File: src/rtl/irrigation_pkg.sv
// Shared state codes, grant type and timer width for the irrigation scheduler.
package irrigation_pkg;

  localparam int TIMER_W = 8;

  localparam logic [2:0] ST_IDLE = 3'd0;
  localparam logic [2:0] ST_OPEN = 3'd1;
  localparam logic [2:0] ST_RUN  = 3'd2;
  localparam logic [2:0] ST_STOP = 3'd3;
  localparam logic [2:0] ST_REST = 3'd4;

  typedef enum logic {
    GR_ASP = 1'b0,
    GR_GOT = 1'b1
  } grant_t;

  function automatic grant_t other_grant(input grant_t g);
    return (g == GR_ASP) ? GR_GOT : GR_ASP;
  endfunction

  // The granted valve stays open from settle through the post-stop drain.
  function automatic logic valve_phase(input logic [2:0] st);
    return (st == ST_OPEN) || (st == ST_RUN) || (st == ST_STOP);
  endfunction

endpackage

File: src/rtl/irrigation_scheduler_tick_timer.sv
// Tick counter with clear; done_o flags the tick that completes limit_i ticks.
// done_o is combinational from the current count and the tick enable.
module tick_timer
  import irrigation_pkg::*;
#(
  parameter int W = TIMER_W
) (
  input  logic         clk_i,
  input  logic         rst_i,
  input  logic         clr_i,
  input  logic         en_i,
  input  logic [W-1:0] limit_i,
  output logic [W-1:0] count_o,
  output logic         done_o
);

  logic [W-1:0] count_q, count_d;

  always_comb begin
    count_d = count_q;
    if (clr_i) begin
      count_d = '0;
    end else if (en_i) begin
      count_d = count_q + W'(1);
    end
  end

  always_ff @(posedge clk_i) begin
    if (rst_i) begin
      count_q <= '0;
    end else begin
      count_q <= count_d;
    end
  end

  assign count_o = count_q;
  assign done_o  = en_i && (count_q == (limit_i - W'(1)));

endmodule

File: src/rtl/irrigation_scheduler.sv
// Pump/valve sequencer: grants one of two requests round-robin, then runs OPEN-RUN-STOP-REST.
// Outputs are registered from next state; SCHED_CYCLE_COUNT_EN adds the ciclos RUN-exit counter.
module irrigation_scheduler
  import irrigation_pkg::*;
#(
  parameter int VALVE_TICKS = 2,
  parameter int MIN_RUN     = 5,
  parameter int MAX_RUN     = 60,
  parameter int STOP_TICKS  = 1,
  parameter int REST_TICKS  = 10
) (
  input  logic       clock,
  input  logic       Rst,
  input  logic       tick,
  input  logic       req_asp,
  input  logic       req_got,
  input  logic       erro,
  input  logic       nv_critico,
  output logic       bomba,
  output logic       valv_asp,
  output logic       valv_got,
  output logic       busy,
  output logic [2:0] estado,
`ifdef SCHED_CYCLE_COUNT_EN
  output logic       abort_flag,
  output logic [7:0] ciclos
`else
  output logic       abort_flag
`endif
);

  logic [2:0]         state_q, state_d;
  grant_t             grant_q, grant_d;
  grant_t             last_q, last_d;
  logic               abort_q, abort_d;
  logic               bomba_q, valv_asp_q, valv_got_q, busy_q;
  logic [TIMER_W-1:0] limit;
  logic [TIMER_W-1:0] count;
  logic               done;
  logic               blk;
  logic               req_gr;
  logic               min_met;
  logic               run_exit;

  tick_timer #(
    .W (TIMER_W)
  ) u_timer (
    .clk_i   (clock),
    .rst_i   (Rst),
    .clr_i   (state_d != state_q),
    .en_i    (tick),
    .limit_i (limit),
    .count_o (count),
    .done_o  (done)
  );

  always_comb begin
    limit = TIMER_W'(1);
    case (state_q)
      ST_OPEN: limit = TIMER_W'(VALVE_TICKS);
      ST_RUN:  limit = TIMER_W'(MAX_RUN);
      ST_STOP: limit = TIMER_W'(STOP_TICKS);
      ST_REST: limit = TIMER_W'(REST_TICKS);
      default: limit = TIMER_W'(1);
    endcase
  end

  assign blk    = erro | nv_critico;
  assign req_gr = (grant_q == GR_ASP) ? req_asp : req_got;
  // The tick being counted now is the MIN_RUN-th one once count reaches MIN_RUN-1.
  assign min_met = count >= TIMER_W'(MIN_RUN - 1);

  always_comb begin
    state_d = state_q;
    grant_d = grant_q;
    last_d  = last_q;
    abort_d = abort_q;
    case (state_q)
      ST_IDLE: begin
        if (!blk && (req_asp || req_got)) begin
          if (req_asp && req_got) begin
            grant_d = other_grant(last_q);
          end else begin
            grant_d = req_asp ? GR_ASP : GR_GOT;
          end
          last_d  = grant_d;
          state_d = ST_OPEN;
        end
      end
      ST_OPEN: begin
        if (blk) begin
          abort_d = 1'b1;
          state_d = ST_STOP;
        end else if (done) begin
          state_d = ST_RUN;
        end
      end
      ST_RUN: begin
        if (blk) begin
          abort_d = 1'b1;
          state_d = ST_STOP;
        end else if (done) begin
          state_d = ST_STOP;
        end else if (tick && !req_gr && min_met) begin
          state_d = ST_STOP;
        end
      end
      ST_STOP: begin
        if (done) begin
          state_d = ST_REST;
        end
      end
      ST_REST: begin
        if (done) begin
          state_d = ST_IDLE;
        end
      end
      default: begin
        state_d = ST_IDLE;
      end
    endcase
  end

  assign run_exit = (state_q == ST_RUN) && (state_d != ST_RUN);

  always_ff @(posedge clock) begin
    if (Rst) begin
      state_q    <= ST_IDLE;
      grant_q    <= GR_GOT;
      last_q     <= GR_GOT;
      abort_q    <= 1'b0;
      bomba_q    <= 1'b0;
      valv_asp_q <= 1'b0;
      valv_got_q <= 1'b0;
      busy_q     <= 1'b0;
    end else begin
      state_q    <= state_d;
      grant_q    <= grant_d;
      last_q     <= last_d;
      abort_q    <= abort_d;
      bomba_q    <= (state_d == ST_RUN);
      valv_asp_q <= valve_phase(state_d) && (grant_d == GR_ASP);
      valv_got_q <= valve_phase(state_d) && (grant_d == GR_GOT);
      busy_q     <= (state_d != ST_IDLE);
    end
  end

  assign bomba      = bomba_q;
  assign valv_asp   = valv_asp_q;
  assign valv_got   = valv_got_q;
  assign busy       = busy_q;
  assign estado     = state_q;
  assign abort_flag = abort_q;

`ifdef SCHED_CYCLE_COUNT_EN
  logic [7:0] ciclos_q;

  always_ff @(posedge clock) begin
    if (Rst) begin
      ciclos_q <= 8'd0;
    end else if (run_exit && (ciclos_q != 8'hFF)) begin
      ciclos_q <= ciclos_q + 8'd1;
    end
  end

  assign ciclos = ciclos_q;
`endif

endmodule

File: config.mk
export PLATFORM = sky130hd
export DESIGN_NAME = irrigation_scheduler
export DESIGN_NICKNAME = d
export VERILOG_FILES = /design/src/rtl/irrigation_pkg.sv /design/src/rtl/irrigation_scheduler_tick_timer.sv /design/src/rtl/irrigation_scheduler.sv
export SDC_FILE = /design/constraint.sdc
export NUM_CORES = 1
export LEC_CHECK = 0
export ABC_CLOCK_PERIOD_IN_PS = 7300
export CAP_MARGIN = 5
export CORE_UTILIZATION = 58
export CTS_CLUSTER_DIAMETER = 120
export DETAILED_ROUTE_END_ITERATION = 10
export PLACE_DENSITY = 0.83
export SYNTH_ARGS = -nofsm -noshare
export SYNTH_HDL_FRONTEND = slang
export SYNTH_HIERARCHICAL = 1
export SYNTH_SLANG_ARGS = --single-unit
export TNS_END_PERCENT = 100
File: constraint.sdc
create_clock -name clock -period 7.3 [get_ports clock]
set_input_delay 1.46 -clock clock [delete_from_list [all_inputs] [get_ports clock]]
set_output_delay 1.46 -clock clock [all_outputs]
set_load 0.02 [all_outputs]
; ---- Word level (Yosys, flattened, before mapping)
; Index checks and enable logic that the tools add are counted.
[totals]
wordCells = 57
output_inout_bits = 8
input_bits = 7
reg_bits = 18
[op_classes]
muxes = 16
addsub = 2
bitwise_logic = 2
eq_ne = 9
reduce_logical = 18
magnitude_cmp = 1
[ops]
columns = operator, count
row1 = $mux 3, 8
row2 = $pmux 6 s3, 1
row3 = $pmux 3 s5, 1
row4 = $eq 3x2->1 const B, 4
row5 = $add 8x1->8 const B, 1
row6 = $eq 8x8->1, 1
row7 = $ge 8x3->1 const B, 1
row8 = $logic_and 1x1->1, 7
row9 = $sub 6x1->7 const B, 1
row10 = $eq 3x1->1 const B, 2
row11 = $mux 1, 6
row12 = $reduce_and 2->1, 2
row13 = $reduce_or 2->1, 2
row14 = $eq 3x3->1 const B, 1
row15 = $logic_not 3->1, 1
row16 = $logic_or 1x1->1, 3
row17 = $ne 3x3->1, 1
row18 = $reduce_bool 3->1, 1
row19 = $logic_not 1->1, 2
row20 = $not 1->1, 1
row21 = $or 1x1->1, 1

; ---- Logic depth before layout (Yosys ltp)
; Gate-level depths: netlist (run 1).
[depth]
word_depth = 12
depth_mapped = 20
depth_no_buf = 17

; ---- By module
; The synthesis (run 1) kept the hierarchy.
[by_module_without_submodules]
columns = mod, cells_each, area_per_inst_um2, seq_area_each_um2, instances
row1 = tick_timer, 75, 599.3, 160.2, 1
row2 = irrigation_scheduler, 68, 571.8, 200.2, 1

; ---- Worst setup path before layout (run 1)
; No wires, ideal clock.
[synth_timing]
path_type = register to register
startpoint = register state_q[1] (netlist: estado[1])
endpoint = register u_timer.count_q[5] (netlist: u_timer/count_o[5])
stages_incl_launch_ff = 20
path_buffers = 3
setup_slack_ns = 3.382
t_arrival_ns = 3.848
setup_ns = 0.070
period_less_slack_ns = 3.918
required_ns = 7.230
cell_sequence = dfxtp_1 > clkbuf_1 > nand2b_1 > a21oi_1 > nor2_1 > inv_1 > ha_1 > or2b_1 > a21oi_1 > a31oi_1 > a21oi_1 > nor4_1 > clkbuf_1 > or3_1 > a32o_1 > nor4_1 > nor2_1 > or2_2 > clkbuf_1 > a21oi_1
[synth_between]
elab_chain_len = 10
elab_cells_between_ends = 20
classes_between = add/sub: 1 / eq/ne: 6 / mux: 10 / reduce/logical: 3
[synth_rtl]
columns = item, line
row1 = start: declaration, irrigation_scheduler.sv:32  ; logic [2:0] state_q, state_d;
row2 = start signal: assignment, irrigation_scheduler.sv:137  ; state_q <= state_d;
row3 = $eq 3x3->1 (tied with other cells), irrigation_scheduler.sv:59  ; case (state_q)
row4 = $pmux 6 s3 (*), irrigation_scheduler.sv:59
row5 = via limit[3], irrigation_scheduler.sv:37  ; logic [TIMER_W-1:0] limit;
row6 = $sub 6x1->7 (*), irrigation_scheduler_tick_timer.sv:37  ; assign done_o = en_i && (count_q == (limit_i - W'(1)));
row7 = $eq 8x8->1 (*), irrigation_scheduler_tick_timer.sv:37
row8 = $logic_and 1x1->1 (*), irrigation_scheduler_tick_timer.sv:37
row9 = via done, irrigation_scheduler.sv:39  ; logic done;
row10 = $mux 3 (on tied branches), "irrigation_scheduler.sv:102, irrigation_scheduler.sv:94"
row11 = $mux 3 (on tied branches), "irrigation_scheduler.sv:99, irrigation_scheduler.sv:91"
row12 = $pmux 3 s5 (*), irrigation_scheduler.sv:78  ; case (state_q)
row13 = $ne 3x3->1 (*), irrigation_scheduler.sv:50  ; .clr_i (state_d != state_q),
row14 = $reduce_or 2->1 (no line) (*), n/a
row15 = end signal: assignment, irrigation_scheduler_tick_timer.sv:32  ; count_q <= count_d;
row16 = end: declaration, irrigation_scheduler_tick_timer.sv:17  ; logic [W-1:0] count_q, count_d;
; Mark *: on every way through the listed nets, which the timed path passes. The rest lies on a longest branch.
; A chain may end at the register's enable or synchronous reset.

; ---- Final worst setup path (run 1)
[layout_timing]
startpoint = register state_q[1] (netlist: estado[1])
endpoint = register u_timer.count_q[7] (netlist: u_timer/count_o[7])
; Same word-level chain as after synthesis.

==> results of run 1 <==
-- power by group --
part / switching [mW] / internal, mW / total, mW
clock: 0.0306 / 0.0304 / 0.0610
sequential: 0.00876 / 0.106 / 0.115
combinational: 0.0522 / 0.0484 / 0.101
total: 0.0915 / 0.185 / 0.276
-- per-layer routing --
layer,share of wire,vias up,track usage
li1,-,532,-
met2,0.46,25,0.381
met1,0.49,488,0.346
met3,0.041,2,0.0346
met4,0.0067,0,0.0857
met5,0,-,0
-- sequential cells by signal, indices dropped and copies added, names as in the netlist --
signal	flops
u_timer/count_o	8
estado	3
abort_flag	1
bomba	1
busy	1
grant_q	1
last_q	1
valv_asp	1
valv_got	1
-- cell type report --
type	instances	area (sq um)	share of cell area
Clock buffer	4	36.3	0.0269
Tap cell	25	31.3	0.0231
Timing Repair Buffer	15	148	0.109
Multi-Input combinational cell	115	764	0.566
Inverter	3	11.3	0.00833
Sequential cell	18	360	0.267
-- kinds of logic after synthesis --
family | after synthesis | share of synthesized area
compound gates | 26 | 0.159
mux | 3 | 0.0256
simple gates | 65 | 0.311
flops | 18 | 0.308
buf+inv | 12 | 0.0459
fa+ha+maj | 2 | 0.0214
xor+xnor | 16 | 0.126
other cells | 1 | 0.00320
-- worst max-delay path, cell delays in order (launching register included) --
cell	delay (ns)
dfxtp_1	0.58
nand2b_1	0.23
a21oi_1	0.19
nor2_1	0.35
inv_1	0.09
ha_1	0.29
or2b_1	0.27
a31oi_1	0.18
a21oi_1	0.09
nor4_1	0.88
or3_1	0.24
a32o_1	0.22
nor4_1	0.08
nor2_1	0.11
or2_2	0.20
a21oi_1	0.06
-- path summary, 6_finish.rpt --
check                        to  slack [ns]        from  cells past startpoint
max          u_timer/count_o[7]        3.14   estado[1]                     15
min                  abort_flag        0.49  abort_flag                      2
max reg2reg  u_timer/count_o[7]        3.14   estado[1]                     15
min reg2reg          abort_flag        0.49  abort_flag                      2
-- layout by cell type (no fill, tap or decap), types with 2 or more instances in the layout --
master / instances
o21ai_0: 4
a32o_1: 2
nand2_1: 8
ha_1: 2
nand2b_1: 5
nor3_1: 5
nand3_1: 2
a31oi_1: 2
a21oi_1: 9
xnor2_1: 9
nor2_1: 18
or2_2: 4
dfxtp_1: 18
inv_1: 3
xor2_1: 6
mux2i_1: 3
clkdlybuf4s50_1: 14
and3_1: 2
or3_1: 3
clkbuf_4: 3
nor4_1: 5
conb_1: 3
nand4_1: 4
==> results.json, run 1 <==
{
  "status": "completed",
  "synthesis.area_sq_um": 1170,
  "setup_viol": 0,
  "fin_cells": 180,
  "grtUsageTotal": 0.244,
  "synthCells": 143,
  "grt_antenna_before_repair": 0,
  "htree_levels": 1,
  "min_period_over_period": 0.570,
  "dieWidth_microns": 46.9,
  "vias": 1047,
  "cts.sinks": 18,
  "hold_path_class": "flop to flop",
  "endpoint_kind": "flop",
  "clock_latency_ns": 0.30,
  "dp_hpwl_microns": 1850,
  "overflow": 0,
  "ys_ff_latch": 18,
  "critPathMaxFanout": 13,
  "n_fill_cell": 140,
  "timing.fmax_ghz": 0.240,
  "cts_buffers": 3,
  "peakVddDrop_uv": 172,
  "cts_resized": 0,
  "worst-endpoint-required_ns": 7.48,
  "dr.pass1.iters": 4,
  "pre_cts_ws_ns": 3.13,
  "start_util": 0.650,
  "synth_cell_type_count": 44,
  "power_mw": 0.276,
  "maxSlewViolCount": 0,
  "synth_edf_count": 0,
  "grt_pass1_wl_microns": 3880,
  "dieArea_sq_um": 2200,
  "start_kind": "flop",
  "fin_tns_setup_ns": 0,
  "tightestPinTransition_ns": 1.03,
  "fin_area_sq_um": 1350,
  "clock_skew_ns": 0.00839,
  "clk_pin_slew_ns": 0.10,
  "ctsHoldBuffers": 0,
  "core_area_sq_um": 1800,
  "whs_ns": 0.492,
  "cts_tree": "done",
  "place_area_sq_um": 1320,
  "postSynthAreaPerCell_sq_um": 8.19,
  "die_h_microns": 46.9,
  "leakagePower_nw": 0.501,
  "place_congestion": 0.870,
  "yosysSeqAreaShare": 0.308,
  "routed_via_density": 5.82,
  "async_flop_share": 0,
  "ys.flop_type": "dfxtp_1",
  "relSlewSlack": 0.307,
  "syn_to_final_growth_pct": 15.4,
  "post_drt_wl_per_cell_microns": 13.2,
  "placedCellCount": 176,
  "drive_gt1_frac": 0.0903,
  "yosysWarnings": 6,
  "hold_violations": 0,
  "synth_top_cell_area_share": 0.308,
  "grt_pass1_vias": 929,
  "fin_nets": 165,
  "grt_max_degree": 15,
  "drtIter0Drc": 20,
  "crit_type": "flop to flop",
  "postRouteAntennaNets": 0,
  "rsz0062_at_grt": "no",
  "utilization": 0.750,
  "cts_buffer_depth": 2,
  "post_cts.repair.setup_buffers": 0,
  "cts-root-buf": "clkbuf_4",
  "antenna_cells": 0,
  "row_count": 15,
  "drt-total-wl_microns": 2370,
  "yosys.area.top_type": "dfxtp_1",
  "io_buffers": 14,
  "yosys-top-cells-area": "dfxtp_1 31%, xnor2_1 6.7%, nor2_1 5.8%, xor2_1 4.5%, a21oi_1 3.8%",
  "layout_min_cycle_time_ns": 4.16,
  "io_pins": 15,
  "drcViolationCount": 0,
  "cp_data_arrival_time_ns": 4.34,
  "fin_ws_ns": 3.14,
  "max_cap_violations": 0,
  "synth_common_cells": "18 x dfxtp_1, 18 x nor2_1, 9 x a21oi_1, 9 x xnor2_1, 8 x nand2_1",
  "powerDensity_nw_per_um2": 204
}
Note: power is estimated with default switching activity, not from simulation.
==> inputs of run 2 (changes only) <==
Settings changed: ABC_CLOCK_PERIOD_IN_PS 7300 to 3900, CORE_UTILIZATION 58 to 54, PLACE_DENSITY 0.83 to 0.78.
Clock period 7.3 ns to 3.9 ns, I/O delays scaled along.
==> run 2 against run 1 <==
Fmax is 16% higher. Setup slack got worse by 2.8 ns. Via count grew 3.2%. Highest routed layer unchanged. Clock skew up 0.00077 ns. Combinational power is 100% higher. Sequential power grew 83%. Sequential share of layout area is 0.30 points lower.
==> results.json, run 2 (synthesis gave the netlist of run 1 again) <==
{
  "htree_levels": 1,
  "setup_viol": 0,
  "min_period_over_period": 0.921,
  "place_congestion": 0.909,
  "maxSlewViolCount": 0,
  "fin_ws_ns": 0.310,
  "r2r-start": "estado[1]",
  "start_util": 0.585,
  "postRouteAntennaNets": 0,
  "power_mw": 0.506,
  "leakagePower_nw": 0.516,
  "cts_buffer_depth": 2,
  "cts-root-buf": "clkbuf_4",
  "fin_nets": 169,
  "dp_hpwl_microns": 2000,
  "clock_latency_ns": 0.29,
  "drcViolationCount": 0,
  "reg2reg_depth": 16,
  "syn_to_final_growth_pct": 17.1,
  "vias": 1081,
  "grt_antenna_before_repair": 0,
  "die_h_microns": 48.6,
  "start_kind": "flop",
  "hold_violations": 0,
  "final_cell_mix": "18 x nor2_1, 17 x dfxtp_1, 14 x clkdlybuf4s50_1",
  "worst-endpoint-required_ns": 4.12,
  "post_cts.repair.setup_buffers": 0,
  "dieArea_sq_um": 2360,
  "cts.sinks": 18,
  "io_pins": 15,
  "r2r_slack_ns": 0.31,
  "row_count": 16,
  "hold_start": "abort_flag",
  "cp_data_arrival_time_ns": 3.81,
  "cts_buffers": 3,
  "crit_type": "flop to flop",
  "holdPathEnd": "abort_flag",
  "peakVddDrop_uv": 291,
  "largest_reg_flops": 8,
  "final_common_cell": "nor2_1",
  "cts_tree": "done",
  "endpoint_kind": "flop",
  "antenna_cells": 0,
  "grt_max_degree": 14,
  "hold_path_class": "flop to flop",
  "dieWidth_microns": 48.6,
  "grt_pass1_vias": 960,
  "core_area_sq_um": 2000,
  "timing.fmax_ghz": 0.279,
  "max_cap_violations": 0,
  "layout_min_cycle_time_ns": 3.59,
  "drive_gt1_frac": 0.114,
  "critPathMaxFanout": 8,
  "rsz0062_at_grt": "no",
  "grt_pass1_wl_microns": 4370,
  "grtUsageTotal": 0.238,
  "ctsHoldBuffers": 0,
  "drt-total-wl_microns": 2650,
  "overflow": 0,
  "drtIter0Drc": 24,
  "r2r_end": "u_timer/count_o[5]",
  "fin_tns_setup_ns": 0,
  "post_drt_wl_per_cell_microns": 14.3,
  "powerDensity_nw_per_um2": 369,
  "n_fill_cell": 182,
  "status": "completed",
  "io_buffers": 14,
  "clk_pin_slew_ns": 0.10,
  "dr.pass1.iters": 4,
  "clock_skew_ns": 0.00916,
  "routed_via_density": 5.84,
  "pre_cts_ws_ns": 0.302,
  "min_path_cells": 2
}
run 2: changes by cell type in the layout (fill, tap and decap cells not counted), sizes merged:
cell    change
buf         +4
clkbuf      -1
run 2: area by class of cell:
type,count,area (sq um),share of cell area
multi-input combinational,115,764,0.557
sequential,18,362,0.264
timing repair buffer,19,178,0.130
tap,27,33.8,0.0246
clock buffer,3,22.5,0.0164
inverter,3,11.3,0.00821
run 2: metrics by stage:
| step | area (sq um) | hold slack, ns | utilization | cells |
|---|---|---|---|---|
| global placement | 1350 | 0.447 | 0.673 | 182 |
| detailed placement | 1350 | 0.468 | 0.673 | 182 |
| CTS | 1370 | 0.493 | 0.684 | 185 |
| finish | 1370 | 0.492 | 0.685 | 185 |
| floorplan | 1180 | 0.475 | - | 145 |
| global route | 1370 | 0.537 | 0.685 | 185 |
run 2: what timing repair did:
action / 4_1_cts / 5_1_grt
endpoints found under the hold margin: 0 / 0
setup endpoints to repair: 0 / 8
gates resized for setup: 0 / 1
run 2: per-layer routing:
layer | share of wire | track usage
met3 | 0.028 | 0.0283
met4 | 0.012 | 0.0735
met2 | 0.49 | 0.406
met5 | 0 | 0
met1 | 0.47 | 0.312
run 2: how the worst max path moves through the flow:
stage,start,cells after the start,end
global route,estado[2],16,u_timer/count_o[7]
detailed placement,estado[2],17,u_timer/count_o[5]
floorplan,estado[1],19,u_timer/count_o[5]
CTS,estado[2],17,u_timer/count_o[5]
global placement,estado[2],17,u_timer/count_o[7]
finish,estado[1],16,u_timer/count_o[5]
run 2: critical path, cell delays in order (launching register included):
cell and delay, ns:
dfxtp_1 0.44, nand2b_1 0.19, a21oi_1 0.10, nor2_1 0.29, inv_1 0.08, ha_1 0.30
or2b_1 0.27, a21oi_1 0.14, a31oi_1 0.05, a21oi_1 0.16, nor4_1 0.08, or3_1 0.38
a32o_1 0.27, nor4_1 0.19, nor2_1 0.06, or2_2 0.38, a21oi_1 0.14
run 2: power breakdown:
part           internal, mW  switching (mW)
registers             0.198          0.0126
clock network        0.0359          0.0549
logic                0.0968           0.108
==> inputs of run 3 (changes only) <==
Settings changed: SKIP_LAST_GASP set to 1.
==> results of run 3 <==
Same layout as run 2: the final DEF is identical, and so are final timing and power.
